## src/rtl/fetch_queue.sv

```systemverilog
// fetch_queue: instruction fetch front end with single-outstanding memory reads and a
// PC/instruction FIFO towards decode. Define FETCH_BYPASS_EN for the empty-FIFO bypass.
module fetch_queue #(
    parameter int unsigned DEPTH    = 4,
    parameter logic [31:0] RESET_PC = 32'h0000_0060
) (
    input  logic        clk,
    input  logic        rst,
    output logic        inst_mem_read,
    output logic [31:0] inst_mem_address,
    input  logic [31:0] inst_mem_rdata,
    input  logic        inst_mem_resp,
    input  logic        redirect_valid,
    input  logic [31:0] redirect_pc,
    output logic        deq_valid,
    input  logic        deq_ready,
    output logic [31:0] deq_pc,
    output logic [31:0] deq_inst,
    output logic [6:0]  deq_opcode,
    output logic [2:0]  deq_funct3,
    output logic [6:0]  deq_funct7
);
    localparam int unsigned PW = (DEPTH > 1) ? $clog2(DEPTH) : 1;
    localparam int unsigned CW = PW + 1;
    localparam logic [CW-1:0] DEPTH_C = CW'(DEPTH);

    typedef enum logic [1:0] {
        ST_IDLE    = 2'd0,
        ST_REQ     = 2'd1,
        ST_DISCARD = 2'd2
    } state_e;

    state_e        state_q, state_d;
    logic [31:0]   fetch_pc_q, fetch_pc_d;
    logic [31:0]   target_pc_q, target_pc_d;
    logic [PW-1:0] head_q, head_d, tail_q, tail_d;
    logic [CW-1:0] count_q, count_d, count_next;
    logic [31:0]   pc_mem_q   [DEPTH];
    logic [31:0]   inst_mem_q [DEPTH];

    logic [31:0]   redir_target;
    logic          fifo_valid;
    logic          push;
    logic          pop;
    logic          byp_take;

    assign redir_target = redirect_pc & 32'hFFFF_FFFC;
    assign fifo_valid   = (count_q != {CW{1'b0}});
    assign pop          = fifo_valid & deq_ready & ~redirect_valid;

`ifdef FETCH_BYPASS_EN
    logic byp_hit;
    assign byp_hit  = ~fifo_valid & (state_q == ST_REQ) & inst_mem_resp & ~redirect_valid;
    assign byp_take = byp_hit & deq_ready;
`else
    assign byp_take = 1'b0;
`endif

    // A response consumed by the bypass never occupies a FIFO slot.
    assign push       = (state_q == ST_REQ) & inst_mem_resp & ~redirect_valid & ~byp_take;
    assign count_next = count_q + {{PW{1'b0}}, push} - {{PW{1'b0}}, pop};

    // Next-state logic for the fetch FSM and FIFO pointers.
    always_comb begin
        state_d     = state_q;
        fetch_pc_d  = fetch_pc_q;
        target_pc_d = target_pc_q;
        case (state_q)
            ST_IDLE: begin
                if (redirect_valid) begin
                    fetch_pc_d = redir_target;
                    state_d    = ST_REQ;
                end else if (count_next < DEPTH_C) begin
                    state_d = ST_REQ;
                end else begin
                    state_d = ST_IDLE;
                end
            end
            ST_REQ: begin
                if (inst_mem_resp && redirect_valid) begin
                    fetch_pc_d = redir_target;
                    state_d    = ST_REQ;
                end else if (inst_mem_resp) begin
                    fetch_pc_d = fetch_pc_q + 32'd4;
                    state_d    = (count_next < DEPTH_C) ? ST_REQ : ST_IDLE;
                end else if (redirect_valid) begin
                    target_pc_d = redir_target;
                    state_d     = ST_DISCARD;
                end else begin
                    state_d = ST_REQ;
                end
            end
            ST_DISCARD: begin
                // Address stays on the abandoned PC until its response drains.
                if (inst_mem_resp) begin
                    fetch_pc_d = redirect_valid ? redir_target : target_pc_q;
                    state_d    = ST_REQ;
                end else if (redirect_valid) begin
                    target_pc_d = redir_target;
                    state_d     = ST_DISCARD;
                end else begin
                    state_d = ST_DISCARD;
                end
            end
            default: begin
                state_d = ST_REQ;
            end
        endcase

        if (redirect_valid) begin
            head_d  = {PW{1'b0}};
            tail_d  = {PW{1'b0}};
            count_d = {CW{1'b0}};
        end else begin
            head_d  = pop  ? head_q + PW'(1) : head_q;
            tail_d  = push ? tail_q + PW'(1) : tail_q;
            count_d = count_next;
        end
    end

    // Control state with synchronous reset.
    always_ff @(posedge clk) begin
        if (rst) begin
            state_q     <= ST_REQ;
            fetch_pc_q  <= RESET_PC;
            target_pc_q <= RESET_PC;
            head_q      <= {PW{1'b0}};
            tail_q      <= {PW{1'b0}};
            count_q     <= {CW{1'b0}};
        end else begin
            state_q     <= state_d;
            fetch_pc_q  <= fetch_pc_d;
            target_pc_q <= target_pc_d;
            head_q      <= head_d;
            tail_q      <= tail_d;
            count_q     <= count_d;
        end
    end

    // FIFO storage; contents are qualified by count so they need no reset.
    always_ff @(posedge clk) begin
        if (push && !rst) begin
            pc_mem_q[tail_q]   <= fetch_pc_q;
            inst_mem_q[tail_q] <= inst_mem_rdata;
        end
    end

    // Memory port drive, forced quiet while in reset.
    always_comb begin
        if (rst) begin
            inst_mem_read    = 1'b0;
            inst_mem_address = 32'h0000_0000;
        end else begin
            inst_mem_read    = (state_q == ST_REQ) || (state_q == ST_DISCARD);
            inst_mem_address = fetch_pc_q;
        end
    end

    // Decode-side head presentation.
    always_comb begin
        if (rst) begin
            deq_valid = 1'b0;
            deq_pc    = 32'h0000_0000;
            deq_inst  = 32'h0000_0000;
        end else if (fifo_valid) begin
            deq_valid = 1'b1;
            deq_pc    = pc_mem_q[head_q];
            deq_inst  = inst_mem_q[head_q];
`ifdef FETCH_BYPASS_EN
        end else if (byp_hit) begin
            deq_valid = 1'b1;
            deq_pc    = fetch_pc_q;
            deq_inst  = inst_mem_rdata;
`endif
        end else begin
            deq_valid = 1'b0;
            deq_pc    = 32'h0000_0000;
            deq_inst  = 32'h0000_0000;
        end
    end

    assign deq_opcode = deq_inst[6:0];
    assign deq_funct3 = deq_inst[14:12];
    assign deq_funct7 = deq_inst[31:25];

endmodule

```

## config.mk

```make
export PLATFORM = sky130hd
export DESIGN_NAME = fetch_queue
export DESIGN_NICKNAME = d
export VERILOG_FILES = /design/src/rtl/fetch_queue.sv
export SDC_FILE = /design/constraint.sdc
export NUM_CORES = 1
export LEC_CHECK = 0
export BUFFER_PORTS_ARGS = -buffer_cell sky130_fd_sc_hd__buf_4
export CELL_PAD_IN_SITES_DETAIL_PLACEMENT = 0
export CELL_PAD_IN_SITES_GLOBAL_PLACEMENT = 2
export CORE_MARGIN = 2
export CORE_UTILIZATION = 44
export CTS_BUF_LIST = sky130_fd_sc_hd__clkbuf_16
export DETAILED_ROUTE_END_ITERATION = 8
export PLACE_DENSITY = 0.91
export RECOVER_POWER = 100
export SYNTH_ARGS = -nofsm -noshare
export SYNTH_HDL_FRONTEND = slang
export SYNTH_SLANG_ARGS = --single-unit
```

## constraint.sdc

```tcl
create_clock -name clk -period 7.5 [get_ports clk]
set_input_delay 1.5 -clock clk [delete_from_list [all_inputs] [get_ports clk]]
set_output_delay 1.5 -clock clk [all_outputs]
set_load 0.005 [all_outputs]
```

==> results of run 1 <==
-- power groups by stage --
stage                     sequential (mW)  combinational [mW]  clock [mW]
after CTS                            2.12               0.356        1.94
after global placement               2.15               0.351           0
final                                2.12               0.342        1.90
after global routing                 2.13               0.380        2.01
after detailed placement             2.16               0.355           0
after floorplan                      2.12               0.220           0
-- tightest hold or removal path, delay by kind of cell, from the launching register on --
| family | cells | cell delay (ns) |
|---|---|---|
| AOI/OAI and AO/OA | 1 | 0.05 |
| DFF | 1 | 0.31 |
| and+or+nand+nor | 1 | 0.05 |
-- layout by cell type, fill, tap and decap left out, types with 4 or more instances in the layout --
master,n
nor3b_1,5
nand4_1,12
and2_0,55
nand3_1,25
a21oi_1,43
bufinv_16,9
edfxtp_1,256
nor2b_1,29
clkbuf_1,43
a311oi_1,4
clkbuf_16,37
mux4_2,64
clkbuf_4,57
mux2_2,7
and3_1,6
ha_1,11
nor2_1,48
buf_4,90
o31ai_1,5
o22ai_1,4
a22o_1,7
nand2b_1,7
and2_1,16
a221o_1,9
clkinv_2,7
a22oi_1,6
xor2_1,4
o21ai_0,29
nor3_1,20
a221oi_1,10
dfxtp_1,73
nand2_1,89
nor4_1,6
inv_1,19
xnor2_1,9
-- logic make-up after synthesis --
logic type | after synthesis
XOR/XNOR | 13
multiplexers | 74
AND/OR/NAND/NOR | 341
flip-flops | 331
AO/OA/AOI/OAI | 142
adder cells (fa/ha/maj) | 12
buffers and inverters | 97
-- worst min-delay path by stage --
stage	startpoint	end	cells after the start
4_1_cts	target_pc_q[2]	target_pc_q[2]	2
3_5_place_dp	target_pc_q[2]	target_pc_q[2]	2
3_3_place_gp	target_pc_q[2]	target_pc_q[2]	2
2_1_floorplan	target_pc_q[5]	target_pc_q[5]	2
5_1_grt	target_pc_q[17]	target_pc_q[17]	2
6_report	target_pc_q[3]	target_pc_q[3]	2
-- routing by layer --
layer | wire length, µm | up-vias
li1 | - | 4105
met1 | 14700 | 4382
met2 | 15300 | 298
met3 | 1930 | 45
met4 | 590 | 0
met5 | 0 | -
-- cells in the mapped netlist, types with 3 or more instances --
cell type  number
o211ai_1        3
o31ai_1         5
and3_1          9
mux2i_1         3
mux4_2         64
a221oi_1       10
inv_1          16
xor2_1          4
a311oi_1        4
xnor2_1         9
nor2b_1        29
or2_2           3
or4_1           3
nor3_1         20
ha_1           11
a21oi_1        43
a22oi_1         6
a22o_1          7
and2_1         71
nand2b_1        7
mux2_2          7
o31a_1          3
buf_2          11
nand3_1        25
a221o_1         9
buf_4          17
a211oi_1        3
nand2_1        89
o22ai_1         4
dfxtp_1        75
or3_1           3
nor2_1         49
clkbuf_1       50
edfxtp_1      256
nand4_1        12
o21ai_0        29
nor3b_1         5
nor4_1          6
-- per-stage QoR --
step           worst slack (ns)  power [mW]  hold slack (ns)
5_1_grt                    1.36        4.53            0.471
3_3_place_gp               2.86        2.50            0.440
3_5_place_dp               2.81        2.51            0.444
2_1_floorplan              3.37        2.34            0.434
4_1_cts                    2.80        4.42            0.453
6_report                   1.71        4.36            0.452
-- layout make-up --
class	instances	area share (%)
Clock buffer	37	5.48
Multi-Input combinational cell	582	27.1
Timing Repair Buffer	191	7.52
Inverter	16	0.356
Clock inverter	25	2.11
Sequential cell	331	54.4
Tap cell	402	2.98
-- state kept, by name, indices dropped and copies added (netlist names), named ones only --
name         count
fetch_pc_q      32
pc_mem_q       128
count_q          3
tail_q           2
head_q           2
target_pc_q     32
inst_mem_q     128
state_q          2
==> flow_metrics.py, run 1 <==
metrics = {
    "cts": {
        "cts_setup_buffers": 0,
        "hold_buffers": 0,
        "cts_root_buf": "clkbuf_16",
        "insertion_delay_ns": 0.51,
        "cts_resized": 0,
        "clock_sinks": 331,
        "htreeDepth": 2,
        "clk_pin_slew_ns": 0.06,
        "cts_buffers": 36,
        "cts_tree": "done",
        "clk_path_buf_depth": 3,
    },
    "setup_path": {
        "arrival_ns": 5.80,
        "cp.required_ns": 7.51,
        "cp_max_fo": 64,
        "slowest_delay_ns": 2.98,
        "crit_top_cell": "clkbuf_1",
        "reg2reg_depth": 5,
        "cp_slowest_cell": "clkbuf_1",
        "endpoint": "inst_mem_q[3][22]",
        "r2r-end": "inst_mem_q[3][22]",
        "startpoint": "redirect_valid",
        "crit_type": "in2reg",
        "crit_family": "buffers and inverters",
        "crit_path_start_kind": "primary input",
        "r2r_start": "state_q[1]",
        "cp.depth": 4,
        "path_buf_inv": 2,
        "crit_chain": "clkbuf_1 -> nor2_1 -> and3_2 -> clkbuf_1",
        "setup.worst_path.end_class": "flop",
        "r2r_setup_slack_ns": 2.37,
    },
    "pwr": {
        "peakVddDrop_v": 0.000142,
        "powerDensity_nw_per_um2": 258,
        "p_comb_share_pct": 7.8,
        "power_frac_seq_pct": 48.6,
        "p_clk_share_pct": 43.5,
        "internal_power_mw": 3.40,
        "p_sw_mw": 0.969,
        "p_leak_nw": 5.80,
        "swShare_pct": 22.2,
    },
    "timing": {
        "setup_viol": 0,
        "period_share_pct": 77.2,
        "fin_worst_skew_ns": 0.0153,
        "tns_ns": 0,
        "rsz0062_at_grt": "no",
        "slew-limit-headroom_pct": -183,
        "fmax_ghz": 0.173,
        "fin_crit_ns": 5.79,
        "maxSlewViolCount": 281,
        "hold_viol_final": 0,
        "tightest_slew_ns": 4.25,
    },
    "cells_and_area": {
        "drive_gt1_share_pct": 24.7,
        "areaGrowthSynthToFinish_pct": 18.9,
        "stdcell_area_um2": 16900,
        "ff_latch_area_um2": 9190,
        "diodes": 0,
        "utilization_pct": 53.4,
        "stdcell_count": 1584,
        "finalNetCount": 1239,
        "multi_input_area_um2": 4580,
        "fillers": 2631,
    },
    "worst_hold_path": {
        "hold_class": "reg2reg",
    },
    "global_routing": {
        "grtUsageMet3_pct": 3.19,
        "use_met2_pct": 30.7,
        "met1_usage_pct": 27.7,
        "grt.overflow.total": 0,
        "grt_pass1_vias": 8727,
        "globalRouteTotalUtil_pct": 19.3,
        "top_usage_layer": "met2",
        "grt_start_max_net_pins": 68,
        "antenna_found_initial": 0,
        "grt_pass1_wl_um": 50000,
    },
    "synthesis": {
        "synthDistinctLibCells": 61,
        "synth_cells": 1010,
        "synth_compound_area_share_pct": 6.65,
        "synth_flop_cell": "edfxtp_1",
        "yosys.area_share.simple_pct": 12.7,
        "synth_edf_count": 256,
        "synth_area_leaders": "edfxtp_1, dfxtp_1, mux4_2",
        "synth_area_per_cell_um2": 14.1,
        "synth_top_area_share_pct": 54.1,
        "synth-adder-area-share_pct": 1.11,
        "ys_seq_area_share_pct": 64.7,
        "synth.ff_latch_count": 331,
        "synth_top_area_cell": "edfxtp_1",
        "synth_top_family_by_area": "simple AND/OR/NAND/NOR gates",
        "synth_nets": 1091,
        "async_flop_share_pct": 0,
        "ys.warnings.count": 0,
        "netlist_area_um2": 14200,
        "synthMuxAreaShare_pct": 10.9,
        "synth-xor-area-share_pct": 0.802,
    },
    "drt": {
        "drt.antenna.violating_nets": 0,
        "wire_per_inst_um": 20.5,
        "vias": 8830,
        "routed_wl_um": 32500,
        "drc": 0,
        "dr.pass1.iters": 5,
        "viasPerCell": 5.57,
        "first_iter_violations": 623,
    },
    "die": {
        "fp.dieArea_um2": 33700,
        "start_util_pct": 44.9,
        "coreArea_um2": 31600,
        "io_pins": 184,
        "die_h_um": 184,
        "num_rows": 65,
        "die_w_um": 184,
    },
    "place": {
        "placed_cells": 1522,
        "gp_congestion": 0.786,
        "numPortBuffers": 181,
        "dp_hpwl_um": 20200,
        "place_area_um2": 15800,
    },
    "job": {
        "timing.max_cap.violations": 5,
    },
    "run_status": {
        "status": "finished, violations left",
        "failed_checks": "capacitance limit, slew limit",
    },
}
Note: power is estimated with default switching activity, not from simulation.
==> run 2: changes to the inputs <==
--- a/config.mk
+++ b/config.mk
@@ -9,10 +9,10 @@
 export CELL_PAD_IN_SITES_DETAIL_PLACEMENT = 0
 export CELL_PAD_IN_SITES_GLOBAL_PLACEMENT = 2
 export CORE_MARGIN = 2
-export CORE_UTILIZATION = 44
+export CORE_UTILIZATION = 41
 export CTS_BUF_LIST = sky130_fd_sc_hd__clkbuf_16
 export DETAILED_ROUTE_END_ITERATION = 8
-export PLACE_DENSITY = 0.91
+export PLACE_DENSITY = 0.86
 export RECOVER_POWER = 100
 export SYNTH_ARGS = -nofsm -noshare
 export SYNTH_HDL_FRONTEND = slang
==> constraint.sdc (replaced) <==
create_clock -name clk -period 5.85 [get_ports clk]
set_input_delay 1.17 -clock clk [delete_from_list [all_inputs] [get_ports clk]]
set_output_delay 1.17 -clock clk [all_outputs]
set_load 0.005 [all_outputs]
==> flow_metrics.py, run 2 (synthesis results as in run 1) <==
metrics = {
    "cells_and_area": {
        "final_cell_mix": "edfxtp_1, buf_4, nand2_1, dfxtp_1, mux4_2",
        "utilization_pct": 49.1,
        "areaGrowthSynthToFinish_pct": 18.6,
        "layout_commonest_cell": "edfxtp_1",
        "finalNetCount": 1237,
        "diodes": 0,
        "drive_gt1_share_pct": 24.8,
        "top_regs": "inst_mem_q (128), pc_mem_q (128)",
    },
    "global_routing": {
        "grt_pass1_vias": 8583,
        "grt_pass1_wl_um": 50100,
        "grt_start_max_net_pins": 65,
        "top_usage_layer": "met2",
        "grt.overflow.total": 0,
        "met1_usage_pct": 25.9,
        "grtUsageMet3_pct": 3.03,
        "globalRouteTotalUtil_pct": 18.0,
        "antenna_found_initial": 0,
        "use_met2_pct": 28.9,
    },
    "setup_path": {
        "arrival_ns": 4.87,
        "cp_max_fo": 32,
        "crit_top_cell": "inv_1",
        "crit_type": "reg2reg",
        "setup.worst_path.end_class": "flop",
        "crit_chain": "inv_1 -> ha_1 -> clkbuf_1 -> inv_1 -> nor2_1 -> nand2_1 -> a21oi_1",
        "cp.required_ns": 6.29,
        "crit_path_start_kind": "flop",
        "slowest_delay_ns": 1.86,
        "cp_slowest_cell": "nor2_1",
    },
    "pwr": {
        "p_clk_share_pct": 41.2,
        "internal_power_mw": 4.11,
        "finalPower_mw": 5.37,
        "peakVddDrop_v": 0.000168,
        "powerDensity_nw_per_um2": 319,
        "p_sw_mw": 1.26,
        "swShare_pct": 23.5,
        "p_comb_share_pct": 8.2,
        "power_frac_seq_pct": 50.6,
        "p_leak_nw": 5.75,
    },
    "cts": {
        "cts_resized": 0,
        "cts_buffers": 36,
        "clk_path_buf_depth": 3,
        "cts_setup_buffers": 0,
        "insertion_delay_ns": 0.52,
        "cts_root_buf": "clkbuf_16",
        "clock_sinks": 331,
        "clk_pin_slew_ns": 0.06,
        "hold_buffers": 0,
        "cts_tree": "done",
        "htreeDepth": 2,
    },
    "timing": {
        "period_share_pct": 75.7,
        "fin_worst_skew_ns": 0.00870,
        "fin_crit_ns": 4.43,
        "tns_ns": 0,
        "rsz0062_at_grt": "no",
        "setup_slack_ns": 1.42,
        "setup_viol": 0,
        "tightest_slew_ns": 2.43,
        "maxSlewViolCount": 293,
        "slew-limit-headroom_pct": -62.3,
        "hold_viol_final": 0,
        "fmax_ghz": 0.226,
    },
    "die": {
        "num_rows": 68,
        "coreArea_um2": 34300,
        "io_pins": 184,
        "die_w_um": 190,
        "fp.dieArea_um2": 36200,
        "start_util_pct": 41.4,
        "die_h_um": 190,
    },
    "drt": {
        "viasPerCell": 5.37,
        "first_iter_violations": 663,
        "drc": 0,
        "dr.pass1.iters": 5,
        "routed_wl_um": 32700,
        "drt.antenna.violating_nets": 0,
        "wire_per_inst_um": 20.0,
        "vias": 8784,
    },
    "place": {
        "dp_hpwl_um": 20400,
        "numPortBuffers": 181,
        "gp_congestion": 0.820,
        "place_ws_ns": 1.84,
    },
    "worst_hold_path": {
        "hold_class": "reg2reg",
    },
    "job": {
        "timing.max_cap.violations": 5,
    },
    "run_status": {
        "failed_checks": "capacitance limit, slew limit",
        "status": "finished, violations left",
    },
}
==> run 2: cell count changes in the layout (fill, tap and decap cells not counted), moves of 2 or more <==
cell | previous run | this run
bufinv_16 | 9 | 4
clkbuf_1 | 43 | 38
buf_4 | 90 | 94
clkinv_1 | 2 | 6
clkinvlp_4 | 2 | 4
==> run 2: layout make-up <==
cell class	count	area, µm²
clock buffers	36	901
clock inverters	28	256
fillers	3013	17400
inverters	16	60.1
multi-input cells	582	4590
flip-flops and latches	331	9200
well taps	455	569
repair buffers	189	1270
==> run 2: worst paths after layout <==
| check | cells after the start | to | slack (ns) | startpoint |
|---|---|---|---|---|
| min | 2 | target_pc_q[2] | 0.45 | target_pc_q[2] |
| max | 7 | target_pc_q[4] | 1.42 | state_q[0] |
| max reg2reg | 7 | target_pc_q[4] | 1.42 | state_q[0] |
| min reg2reg | 2 | target_pc_q[2] | 0.45 | target_pc_q[2] |
==> run 2: power by group through the flow <==
stage               sequential [mW]  clock [mW]  combinational (mW)
floorplan                      2.72           0               0.282
CTS                            2.72        2.27               0.459
finish                         2.72        2.21               0.439
global route                   2.73        2.35               0.489
detailed placement             2.77           0               0.457
global placement               2.76           0               0.455
==> run 2: critical path: cells and delay by family, from the launching register on <==
family          cells  cell delay [ns]
simple gates        2             1.99
fa+ha+maj           1             0.67
compound gates      1             0.19
flops               1             0.36
buf+inv             3             1.13
==> run 2: per-layer routing <==
metal / share of wire [%] / wire length, µm
met3: 5.8 / 1890
met1: 46 / 15100
met2: 47 / 15200
met5: 0 / 0
met4: 1.4 / 447
==> run 2: stage by stage <==
step | hold WS (ns) | instance area [µm²] | cells
global placement | 0.440 | 15900 | 1573
global route | 0.473 | 16800 | 1637
detailed placement | 0.445 | 15900 | 1573
finish | 0.454 | 16800 | 1637
CTS | 0.454 | 17000 | 1637
floorplan | 0.434 | 14200 | 1010
==> run 3: changes to the inputs <==
==> constraint.sdc (replaced) <==
create_clock -name clk -period 4.2 [get_ports clk]
set_input_delay 0.84 -clock clk [delete_from_list [all_inputs] [get_ports clk]]
set_output_delay 0.84 -clock clk [all_outputs]
set_load 0.005 [all_outputs]
==> flow_metrics.py, run 3 (synthesis results as in run 1) <==
metrics = {
    "drt": {
        "dr.pass1.iters": 5,
        "drc": 0,
        "routed_wl_um": 32700,
        "first_iter_violations": 588,
        "viasPerCell": 5.38,
        "drt.antenna.violating_nets": 0,
        "vias": 8846,
        "wire_per_inst_um": 19.9,
    },
    "cts": {
        "cts_buffers": 35,
        "cts_tree": "done",
        "clk_path_buf_depth": 3,
        "cts_root_buf": "clkbuf_16",
        "clk_pin_slew_ns": 0.06,
        "insertion_delay_ns": 0.51,
        "clock_sinks": 331,
        "cts_resized": 0,
        "cts_setup_buffers": 0,
        "hold_buffers": 0,
        "htreeDepth": 2,
    },
    "pwr": {
        "powerDensity_nw_per_um2": 441,
        "p_clk_share_pct": 41.0,
        "peakVddDrop_v": 0.000253,
        "p_sw_mw": 1.74,
        "p_comb_share_pct": 8.3,
        "swShare_pct": 23.3,
        "internal_power_mw": 5.72,
        "power_frac_seq_pct": 50.8,
        "p_leak_nw": 5.79,
    },
    "timing": {
        "setup_viol": 0,
        "fin_crit_ns": 3.46,
        "period_share_pct": 82.5,
        "slew-limit-headroom_pct": -20.0,
        "tightest_slew_ns": 1.80,
        "setup_slack_ns": 0.736,
        "hold_viol_final": 0,
        "fmax_ghz": 0.289,
        "rsz0062_at_grt": "no",
        "maxSlewViolCount": 98,
        "fin_worst_skew_ns": 0.00773,
        "tns_ns": 0,
    },
    "global_routing": {
        "grt_pass1_wl_um": 50200,
        "grt_pass1_vias": 8662,
        "grt_start_max_net_pins": 66,
        "globalRouteTotalUtil_pct": 18.0,
        "grt.overflow.total": 0,
        "antenna_found_initial": 1,
    },
    "job": {
        "timing.max_cap.violations": 3,
    },
    "setup_path": {
        "cp.required_ns": 4.40,
        "r2r_start": "state_q[0]",
        "setup.worst_path.end_class": "flop",
        "r2r-end": "target_pc_q[3]",
        "crit_path_start_kind": "primary input",
        "arrival_ns": 3.66,
        "reg2reg_depth": 6,
        "r2r_setup_slack_ns": 0.79,
        "cp_max_fo": 33,
        "crit_type": "in2reg",
    },
    "place": {
        "dp_hpwl_um": 20800,
        "placed_cells": 1579,
        "numPortBuffers": 181,
        "gp_congestion": 0.820,
        "place_ws_ns": 1.18,
    },
    "worst_hold_path": {
        "hold_class": "reg2reg",
        "hold_end": "target_pc_q[3]",
        "hp-start": "target_pc_q[3]",
        "holdPathStages": 2,
    },
    "die": {
        "coreArea_um2": 34300,
        "fp.dieArea_um2": 36200,
        "die_w_um": 190,
        "num_rows": 68,
        "start_util_pct": 41.4,
        "io_pins": 184,
        "die_h_um": 190,
    },
    "run_status": {
        "status": "finished, violations left",
        "failed_checks": "capacitance limit, slew limit",
    },
    "cells_and_area": {
        "layout_commonest_cell": "edfxtp_1",
        "top_regs": "inst_mem_q (128), pc_mem_q (128)",
        "final_cell_mix": "edfxtp_1, nand2_1, buf_4, dfxtp_1, clkbuf_4",
        "areaGrowthSynthToFinish_pct": 19.0,
        "stdcell_count": 1643,
        "drive_gt1_share_pct": 24.3,
        "finalNetCount": 1242,
    },
}
[run 3: changes by cell type in the layout (fill, tap and decap cells not counted), moves of 2 or more]
cell        change
clkbuf_4        +9
and3_2          -4
buf_4          -11
and3_1          +4
buf_12          +4
clkbuf_1        +3
clkinvlp_4      -2
and2_0         -11
inv_1           +2
and2_1         +11
clkinv_2        -2
[run 3: worst max-delay path by stage]
stage                        start          endpoint  cells after the start
floorplan            inst_mem_resp  inst_mem_q[0][0]                      4
global route        redirect_valid    fetch_pc_q[20]                      7
finish              redirect_valid  inst_mem_q[0][0]                      4
CTS                     state_q[0]     inst_mem_read                      5
detailed placement      state_q[0]    fetch_pc_q[12]                      7
global placement        state_q[0]     fetch_pc_q[9]                      7
[run 3: power by group through the flow]
stage,clock network (mW),registers [mW],logic [mW]
floorplan,0,3.79,0.393
global placement,0,3.85,0.637
detailed placement,0,3.86,0.642
CTS,3.13,3.79,0.644
global route,3.25,3.80,0.686
finish,3.05,3.79,0.617
[run 3: metrics by stage]
step	util [%]	instance area, µm²	hold slack, ns	power [mW]
floorplan	-	14200	0.434	4.19
finish	49.3	16900	0.454	7.46
CTS	49.9	17100	0.456	7.56
global route	49.3	16900	0.470	7.74
detailed placement	46.5	16000	0.447	4.50
global placement	46.5	16000	0.440	4.48
[run 3: area by class of cell]
type | count | area [µm²]
fill | 3006 | 17400
sequential | 331 | 9200
multi-input combinational | 582 | 4580
timing repair buffer | 195 | 1360
clock buffer | 36 | 901
tap | 455 | 569
clock inverter | 27 | 243
inverter | 16 | 60.1
antenna | 1 | 2.50
[run 3: critical path: stages]
cell and delay, ns:
clkbuf_1 0.54, nor2_1 0.48, and3_1 1.43, buf_12 0.34
[run 3: per-layer routing]
| layer | global-route usage, % | vias up | wire length (µm) |
|---|---|---|---|
| li1 | - | 4119 | - |
| met1 | 25.2 | 4399 | 14700 |
| met2 | 29.5 | 287 | 15500 |
| met3 | 2.90 | 41 | 1920 |
| met4 | 4.38 | 0 | 556 |
| met5 | 0 | - | 0 |
